<file path="src/rtl/cap_refresh_ctrl.sv">
// Refresh controller for NCELL leaky charge cells: ages each cell, senses and rewrites it before its charge decays, and serves external writes.
// Latency: a write handshake drives its cell in the next cycle; a refresh takes SENSE then DRIVE (2 cycles).
// Backpressure: wr_ready is low outside IDLE and whenever a refresh is pending, so refresh always wins over a write.
module cap_refresh_ctrl #(
    parameter int NCELL        = 4,
    parameter int DECAY_CYCLES = 32,
    parameter int MARGIN       = 10,
    parameter bit CHECK_MARGIN = 1'b1,
    localparam int AW          = $clog2(NCELL)
) (
    input  logic             clk,
    input  logic             rst,
    input  logic             wr_valid,
    input  logic [AW-1:0]    wr_addr,
    input  logic             wr_data,
    output logic             wr_ready,
    input  logic [NCELL-1:0] cap_q,
    output logic [NCELL-1:0] gate_en,
    output logic             gate_data,
    output logic             busy,
    output logic             decay_err
);

    localparam int AGEW = $clog2(DECAY_CYCLES + 1);
    localparam logic [AGEW-1:0] AGE_MAX  = AGEW'(DECAY_CYCLES);
    localparam logic [AGEW-1:0] AGE_LAST = AGEW'(DECAY_CYCLES - 1);
    localparam logic [AGEW-1:0] AGE_THR  = AGEW'(DECAY_CYCLES - MARGIN);

    // Worst case a cell waits behind every other cell's refresh plus one write;
    // a smaller margin lets a cell decay before its turn comes.
    if (CHECK_MARGIN && (MARGIN < 2 * NCELL + 2)) begin : g_margin_chk
        $error("cap_refresh_ctrl: MARGIN must be >= 2*NCELL+2");
    end

    typedef enum logic [1:0] {
        S_IDLE  = 2'd0,
        S_SENSE = 2'd1,
        S_DRIVE = 2'd2
    } state_t;

    state_t            state_q, state_d;
    logic [AW-1:0]     idx_q, idx_d;
    logic              data_q, data_d;
    logic [NCELL-1:0]  valid_q, valid_d;
    logic [AGEW-1:0]   age_q [NCELL];
    logic [AGEW-1:0]   age_d [NCELL];
    logic              decay_q, decay_d;

    logic              refresh_pend;
    logic [AW-1:0]     cand_idx;
    logic [NCELL-1:0]  drive_hit;

    // Lowest-index valid cell past the refresh threshold; scanning downward leaves the lowest hit.
    always_comb begin
        refresh_pend = 1'b0;
        cand_idx     = '0;
        for (int i = NCELL - 1; i >= 0; i--) begin
            if (valid_q[i] && (age_q[i] >= AGE_THR)) begin
                refresh_pend = 1'b1;
                cand_idx     = AW'(i);
            end
        end
    end

    // One-hot gate select for the latched cell; an out-of-range index selects nothing.
    always_comb begin
        drive_hit = '0;
        for (int i = 0; i < NCELL; i++) begin
            drive_hit[i] = (state_q == S_DRIVE) && (idx_q == AW'(i));
        end
    end

    // Per-cell aging: the driven cell restarts at zero, others age and expire at DECAY_CYCLES.
    always_comb begin
        valid_d = valid_q;
        age_d   = age_q;
        decay_d = 1'b0;
        for (int i = 0; i < NCELL; i++) begin
            if (drive_hit[i]) begin
                age_d[i]   = '0;
                valid_d[i] = 1'b1;
            end else if (valid_q[i]) begin
                if (age_q[i] == AGE_LAST) begin
                    age_d[i]   = AGE_MAX;
                    valid_d[i] = 1'b0;
                    decay_d    = 1'b1;
                end else if (age_q[i] != AGE_MAX) begin
                    age_d[i] = age_q[i] + 1'b1;
                end
            end
        end
    end

    // Next-state logic: IDLE arbitrates refresh over write, SENSE samples the cell, DRIVE rewrites it.
    always_comb begin
        state_d = state_q;
        idx_d   = idx_q;
        data_d  = data_q;
        unique case (state_q)
            S_IDLE: begin
                if (refresh_pend) begin
                    state_d = S_SENSE;
                    idx_d   = cand_idx;
                end else if (wr_valid) begin
                    state_d = S_DRIVE;
                    idx_d   = wr_addr;
                    data_d  = wr_data;
                end
            end
            S_SENSE: begin
                state_d = S_DRIVE;
                data_d  = cap_q[idx_q];
            end
            S_DRIVE: begin
                state_d = S_IDLE;
            end
            default: begin
                state_d = S_IDLE;
            end
        endcase
    end

    // Outputs; the cell-facing ones are forced quiet while reset is asserted so an aborted DRIVE never reaches a gate.
    always_comb begin
        wr_ready  = (state_q == S_IDLE) && !refresh_pend;
        gate_en   = rst ? '0 : drive_hit;
        gate_data = !rst && (state_q == S_DRIVE) && data_q;
        busy      = !rst && (state_q != S_IDLE);
        decay_err = !rst && decay_q;
    end

    // State registers with synchronous reset.
    always_ff @(posedge clk) begin
        if (rst) begin
            state_q <= S_IDLE;
            idx_q   <= '0;
            data_q  <= 1'b0;
            valid_q <= '0;
            decay_q <= 1'b0;
            for (int i = 0; i < NCELL; i++) begin
                age_q[i] <= '0;
            end
        end else begin
            state_q <= state_d;
            idx_q   <= idx_d;
            data_q  <= data_d;
            valid_q <= valid_d;
            decay_q <= decay_d;
            for (int i = 0; i < NCELL; i++) begin
                age_q[i] <= age_d[i];
            end
        end
    end

endmodule

</file>
<file path="config.mk">
export PLATFORM = sky130hd
export DESIGN_NAME = cap_refresh_ctrl
export DESIGN_NICKNAME = d
export VERILOG_FILES = /design/src/rtl/cap_refresh_ctrl.sv
export SDC_FILE = /design/constraint.sdc
export NUM_CORES = 1
export LEC_CHECK = 0
export BUFFER_PORTS_ARGS = -buffer_cell sky130_fd_sc_hd__buf_2
export CORE_UTILIZATION = 35
export CTS_BUF_LIST = sky130_fd_sc_hd__clkbuf_8
export CTS_CLUSTER_DIAMETER = 120
export CTS_CLUSTER_SIZE = 8
export DETAILED_ROUTE_END_ITERATION = 10
export GPL_TIMING_DRIVEN = 0
export PLACE_DENSITY = 0.6
export SYNTH_ARGS = -nofsm -noshare
export SYNTH_HDL_FRONTEND = slang
export SYNTH_SLANG_ARGS = --single-unit
</file>
<file path="constraint.sdc">
create_clock -name clk -period 1.8 [get_ports clk]
set_input_delay 0.18 -clock clk [delete_from_list [all_inputs] [get_ports clk]]
set_output_delay 0.18 -clock clk [all_outputs]
set_load 0.005 [all_outputs]
</file>
After elaboration in Yosys (flattened, before gate mapping)
Cells that the tools add are included.

Register bits: 34. Output and inout port bits: 8. Logic and storage cells: 119. Bits of input ports: 10.

Add/subtract/negate cells: 4. Equality and inequality tests: 16. Reduce and logical (&&, ||, !) cells: 34. Mux-type cells: 51. Magnitude comparators: 5.

Operators by type and width (count): 6-bit two-way mux (8); 1-bit two-way mux (31); 6-bit by 1-bit adder with 6-bit output, second input constant (4); 6-bit by 5-bit equality test with 1-bit output, second input constant (4); 6-bit by 5-bit >= comparator with 1-bit output, second input constant (4); 6-bit != test, second input constant (4); 2-bit two-way mux (8); 2-bit nonzero test (7); 1-bit logical AND (13); 2-bit AND reduction (5); 2-bit OR reduction (4); 2-bit equality test, second input constant (3); 2-bit by 1-bit equality test with 1-bit output, second input constant (2); 2-bit zero test (2); 4-bit two-way mux (1); 2-bit != test, second input constant (2); 2-bit case mux with 2 select lines (1); 2-bit by 3-bit < comparator with 1-bit output, second input constant (1); 3-bit != test, second input constant (1); 3-bit AND reduction (1); 1-bit binary-select mux with 2-bit select (1); 1-bit zero test (2); 1-bit case mux with 2 select lines (1).

Depth between registers and ports, before layout
Word-level depth: 13. Depth in mapped cells: 7.

Least setup slack after synthesis
Ideal clock, no wire load.

Kind: register -> output. Start point: register age_q[6] (netlist bit). End point: output port wr_ready. Cell stages (with the launch flop): 7. Setup slack: 0.041 ns. Arrival time: 1.579 ns. Path through: dfxtp_1 -> inv_1 -> ha_1 -> o21ai_1 -> a21oi_2 -> or4_4 -> nor3_1.

Longest elaborated chain between the ends: 7.

Ends and longest elaborated chain: from (decl) (RTL line 45) `logic [AGEW-1:0] age_q [NCELL];`; from (signal, indexed assignment) (RTL line 150) `age_q[i] <= age_d[i];`; 6-bit by 5-bit >= comparator with 1-bit output (RTL line 58) `if (valid_q[i] && (age_q[i] >= AGE_THR)) begin`; 1-bit logical AND (RTL line 58); 1-bit two-way mux (3 in series) (RTL line 58); 1-bit zero test (RTL line 125) `wr_ready = (state_q == S_IDLE) && !refresh_pend;`; 1-bit logical AND (RTL line 125); to (decl) (RTL line 16) `output logic wr_ready,`.

Every way passes these cells.

Worst setup path after layout
Start point: register age_q[7] (netlist bit). End point: output port wr_ready.

Same word-level chain as after synthesis.

==> impl.org <==
** Synthesis
- The synthesized netlist devotes between 10% and 20% of its cell area to compound gates.
- In the synthesized netlist the dominant register cell turns out to be dfxtp_1.
- Counting flops with an async set or reset pin after synthesis yields a share of 0%.
- In this run the mean area of a mapped cell was 8.02 sq um.
- Yosys printed 0 warnings.
- Of the post-synthesis cell area, the part taken by muxes is ~2.8%.
- Yosys mapped the design onto 43 distinct sky130hd cell types.
- Post-Synthesis Net Count :: roughly 260
- Summing the areas of all xor and xnor instances in the mapped netlist gives 5.99% of the synthesized area.
- Of the total synthesized cell area, the portion taken by AND, OR, NAND and NOR gates is 28.6%.
- By area, the combinational part of the netlist is dominated by simple AND/OR/NAND/NOR gates.
- Post-synth EDFFs :: 0
- Instance count of the mapped netlist :: 237
- Cell area after synthesis :: approximately 0.0019 sq mm
- Counting flops and latches in the post-synthesis netlist gives 34.
- Share of the yosys chip area belonging to registers :: between 30 and 40%
- Summing the areas of all fa, ha and maj instances in the mapped netlist gives 7.89% of the synthesized area.

** Power and ir drop
- Worst supply voltage drop on vdd :: 0.000270 V
- Net Sw Frac :: 25.6%
- Per report_power, the sequential group accounts for 54.1% of the total.
- Total power per unit cell area :: between 600 and 700 mW/mm^2
- The clock network accounts for 38.1% of the total power.
- The analysis attributes to net switching a power of 0.370 mW.
- LEAKAGE :: 0.907 nW
- Cell internal power was estimated by the tool at 1.07 mW.
- In this run, the combinational gates consume 7.8% of the power.

** Routing
- Iteration-0 DRC Markers :: about 110
- The first detailed-routing pass took 4 iterations.
- DRC viols :: 0
- Number of routed nets with antenna violations :: 0
- Routed WL per cell :: 12.8 microns
- For this block, the routed nets add up to between 4000 and 5000 microns of wire.
- The routed layout has around 1,800 vias.
- Number of vias per cell after detailed routing :: between 5 and 6

** Placement
- During placement, the flow inserted port buffers numbering 17.
- Detailed placer's ending HPWL :: ~2800 microns
- Counting tap cells, the placed design contains a total of between 300 and 400 instances.
- Cell area reported after detailed placement :: about 0.0021 sq mm
- OpenSTA, run right after detailed placement, puts the worst setup slack at -0.217 ns.
- The congestion estimate from routability-driven global placement came to 0.761.

** Clock network
- The tree is rooted in a clkbuf_8.
- The number of clock buffers added by TritonCTS is 5.
- Clk_lat worst skew :: ~0.29 ns
- The clock passes through at most 2 buffers.
- Clock transition at path regs :: 0.08 ns
- Num Clock Sinks :: 34
- CTS tree :: yes
- CTS built an H-tree with a depth of 2.

** Critical path
- STA classifies the critical path startpoint as a register.
- The largest individual stage delay along the critical path comes from the cell or4_4.
- Worst r2r dst :: idx_q[0]$_SDFFE_PP0P_
- In this run the worst setup path terminates at wr_ready.
- The worst setup path is of the reg2out kind.
- Worst Path Max Fanout :: 6
- Longest individual stage delay on the worst path :: approximately 0.5 ns
- Worst EP arrival :: 1.85 ns
- For the worst setup path, the data required time is about 1.6 ns.
- The most critical setup path has its startpoint at age_q[7]$_SDFFE_PP0P_.
- For flop-to-flop paths, the worst setup slack is -0.21 ns.
- Reg-to-reg startpoint :: age_q[7]$_SDFFE_PP0P_
- Depth of the worst register-to-register path :: 9
- Walking the worst path, the cells encountered are ha_2 -> o21ai_2 -> a21oi_4 -> or4_4 -> nor3_2 -> buf_2.
- Endpoint kind of the worst setup timing path :: output pin

** Timing
- Measured against its own limit, the worst slew margin works out to 71.7%.
- Worst Max-Slew Pin Slew :: roughly 0.42 ns
- Final period util :: 113%
- Setup violations remaining at the end of the flow were counted as 4.
- RSZ-0062 raised after global routing :: true
- Between clock sinks in the finished design, the worst skew comes to about 0.009 ns.
- Hold slack final :: about 0.15 ns
- Fmax :: about 490 MHz
- Setup ws final :: -0.233 ns
- The number of pins with negative max-slew slack in the final report came to 0.
- Final-report hold violation count :: 0
- Min cycle time layout :: between 2 and 2.5 ns

** Floorplanning
- The floorplan step defined a die boundary enclosing ~0.0057 sq mm.
- The core region is approximately 0.0052 sq mm.
- Starting density of the core :: between 30% and 40%
- Measured along the y axis, the die boundary spans 75.7 microns.
- Row generation in the floorplan step produced 26 rows.
- Number of top-level pins :: 18
- Die span in x :: ~76 microns

** Finish
- Final #Nets :: 297
- The area growth from synthesis to layout is 24.8%.
- After the flow finishes, the layout carries non-filler instances totaling approximately 350.
- N_diodes :: 0
- After routing the design area is approximately 0.0024 sq mm.
- Proportion of layout cells with a drive suffix above 1 :: ~25%

** Global routing
- For this run, the total global-route usage over all layers was measured as 15.6%.
- Aggregate global routing overflow :: 0
- Entering global routing, the biggest net connects 11 pins.
- The number of antenna violations at the first check in global routing was 0.
- The number of global-route vias before repair is 1,458.
- First-pass GRT wire length :: between 6000 and 7000 microns

** Run status
- The flow ran to the end, but the final reports show violations.
- Failing checks :: negative setup slack

** Flow run
- # Max-Cap Violations :: 0

** Min path
- Path class of the lowest-slack min-delay path :: in2reg
-- cells in the mapped netlist, types with 2 or more instances --
cell type	number	area share, %
and3_1	3	0.99
xor2_1	10	4.6
nand2_1	22	4.3
a21oi_1	18	4.7
nor4b_1	3	1.4
nor2_1	43	8.5
and4b_1	2	1.1
o21ai_0	5	1.3
dfxtp_1	34	36
a211oi_1	2	0.79
mux2i_1	2	1.1
nor3_1	11	2.9
nor3b_1	3	1.2
nand2b_1	6	2.0
o21ai_1	8	2.1
a21boi_1	2	0.79
xnor2_1	3	1.4
nand4_1	5	1.6
nand3_1	5	1.3
and2_1	2	0.66
ha_1	12	7.9
a21oi_2	2	0.92
inv_1	14	2.8
-- timing repair --
| item | in CTS | in global routing |
|---|---|---|
| endpoints found under the setup margin | 5 | 5 |
| resized for setup | 25 | 9 |
| buffers inserted | 6 | 9 |
| hold buffers | 0 | 0 |
| pin swaps | 5 | 3 |
-- area by class of cell --
class	count	area [sq um]
timing repair buffer	31	198
multi-input combinational	187	1250
fill	500	2800
tap	70	87.6
buffer	2	8.76
clock inverter	2	10.0
inverter	14	55.1
clock buffer	5	68.8
sequential	34	691
-- how the worst min path moves through the flow --
stage | cells after the start | slack (ns) | startpoint | end
3_3_place_gp | 2 | 0.45 | rst | idx_q[1]$_SDFFE_PP0P_
6_report | 2 | 0.15 | rst | idx_q[1]$_SDFFE_PP0P_
2_1_floorplan | 1 | 0.25 | rst | idx_q[1]$_SDFFE_PP0P_
5_1_grt | 2 | 0.15 | rst | idx_q[1]$_SDFFE_PP0P_
4_1_cts | 2 | 0.14 | rst | idx_q[1]$_SDFFE_PP0P_
3_5_place_dp | 2 | 0.45 | rst | idx_q[1]$_SDFFE_PP0P_
-- worst max-delay path: cells and delay by family (launching register included) --
family / cells / cell delay [ns]
AOI/OAI and AO/OA: 2 / 0.27
adders and majority gates: 1 / 0.20
buffers and inverters: 1 / 0.12
DFF: 1 / 0.37
and+or+nand+nor: 2 / 0.61
-- metrics by stage --
step | util [%] | total power [mW] | TNS, ns
finish | 45.9 | 1.44 | -0.734
global route | 45.9 | 1.51 | -0.973
floorplan | - | 0.861 | 0
global placement | 40.1 | 0.898 | -0.411
detailed placement | 40.1 | 0.899 | -0.390
CTS | 44.1 | 1.45 | -0.234
-- registers in the layout (all words and copies together), names as in the netlist --
signal   count
idx_q        2
data_q       1
decay_q      1
age_q       24
valid_q      4
state_q      2
-- power by group through the flow --
stage / clock [mW] / combinational, mW / sequential (mW)
finish: 0.550 / 0.113 / 0.781
global route: 0.601 / 0.127 / 0.783
CTS: 0.563 / 0.105 / 0.780
detailed placement: 0 / 0.0996 / 0.799
global placement: 0 / 0.0990 / 0.799
floorplan: 0 / 0.0672 / 0.794
-- routing by layer --
layer	global-route usage, %	wire (microns)
met5	0	0
met4	6.17	63
met3	4.50	199
met2	25.1	2060
met1	19.7	2090
-- cell usage in the layout, fill, tap and decap left out, types with 3 or more instances in the layout --
cell | synthesis | layout
a21oi_1 | 18 | 16
o21ai_0 | 5 | 4
dfxtp_1 | 34 | 28
o21ai_2 | 0 | 4
clkbuf_8 | 0 | 5
nor4b_1 | 3 | 3
nand4_1 | 5 | 5
nand3_1 | 5 | 5
and3_1 | 3 | 3
nand2b_1 | 6 | 6
dfxtp_2 | 0 | 5
nand2_1 | 22 | 22
nor3b_1 | 3 | 3
xnor2_1 | 3 | 3
xor2_1 | 10 | 10
inv_1 | 14 | 11
o21ai_1 | 8 | 4
ha_1 | 12 | 9
nor3_1 | 11 | 9
nor2_1 | 43 | 43
buf_2 | 1 | 18
buf_4 | 0 | 12
-- cell families (layout without fill, tap and decap cells) --
kind of cell	count (synthesis)	count (layout)
buffers and inverters	16	54
AOI/OAI and AO/OA	47	47
DFF	34	34
adders and majority gates	12	12
and+or+nand+nor	111	111
xor gates and xnor gates	13	13
muxes	4	4
(Power assumes the default switching activity.)
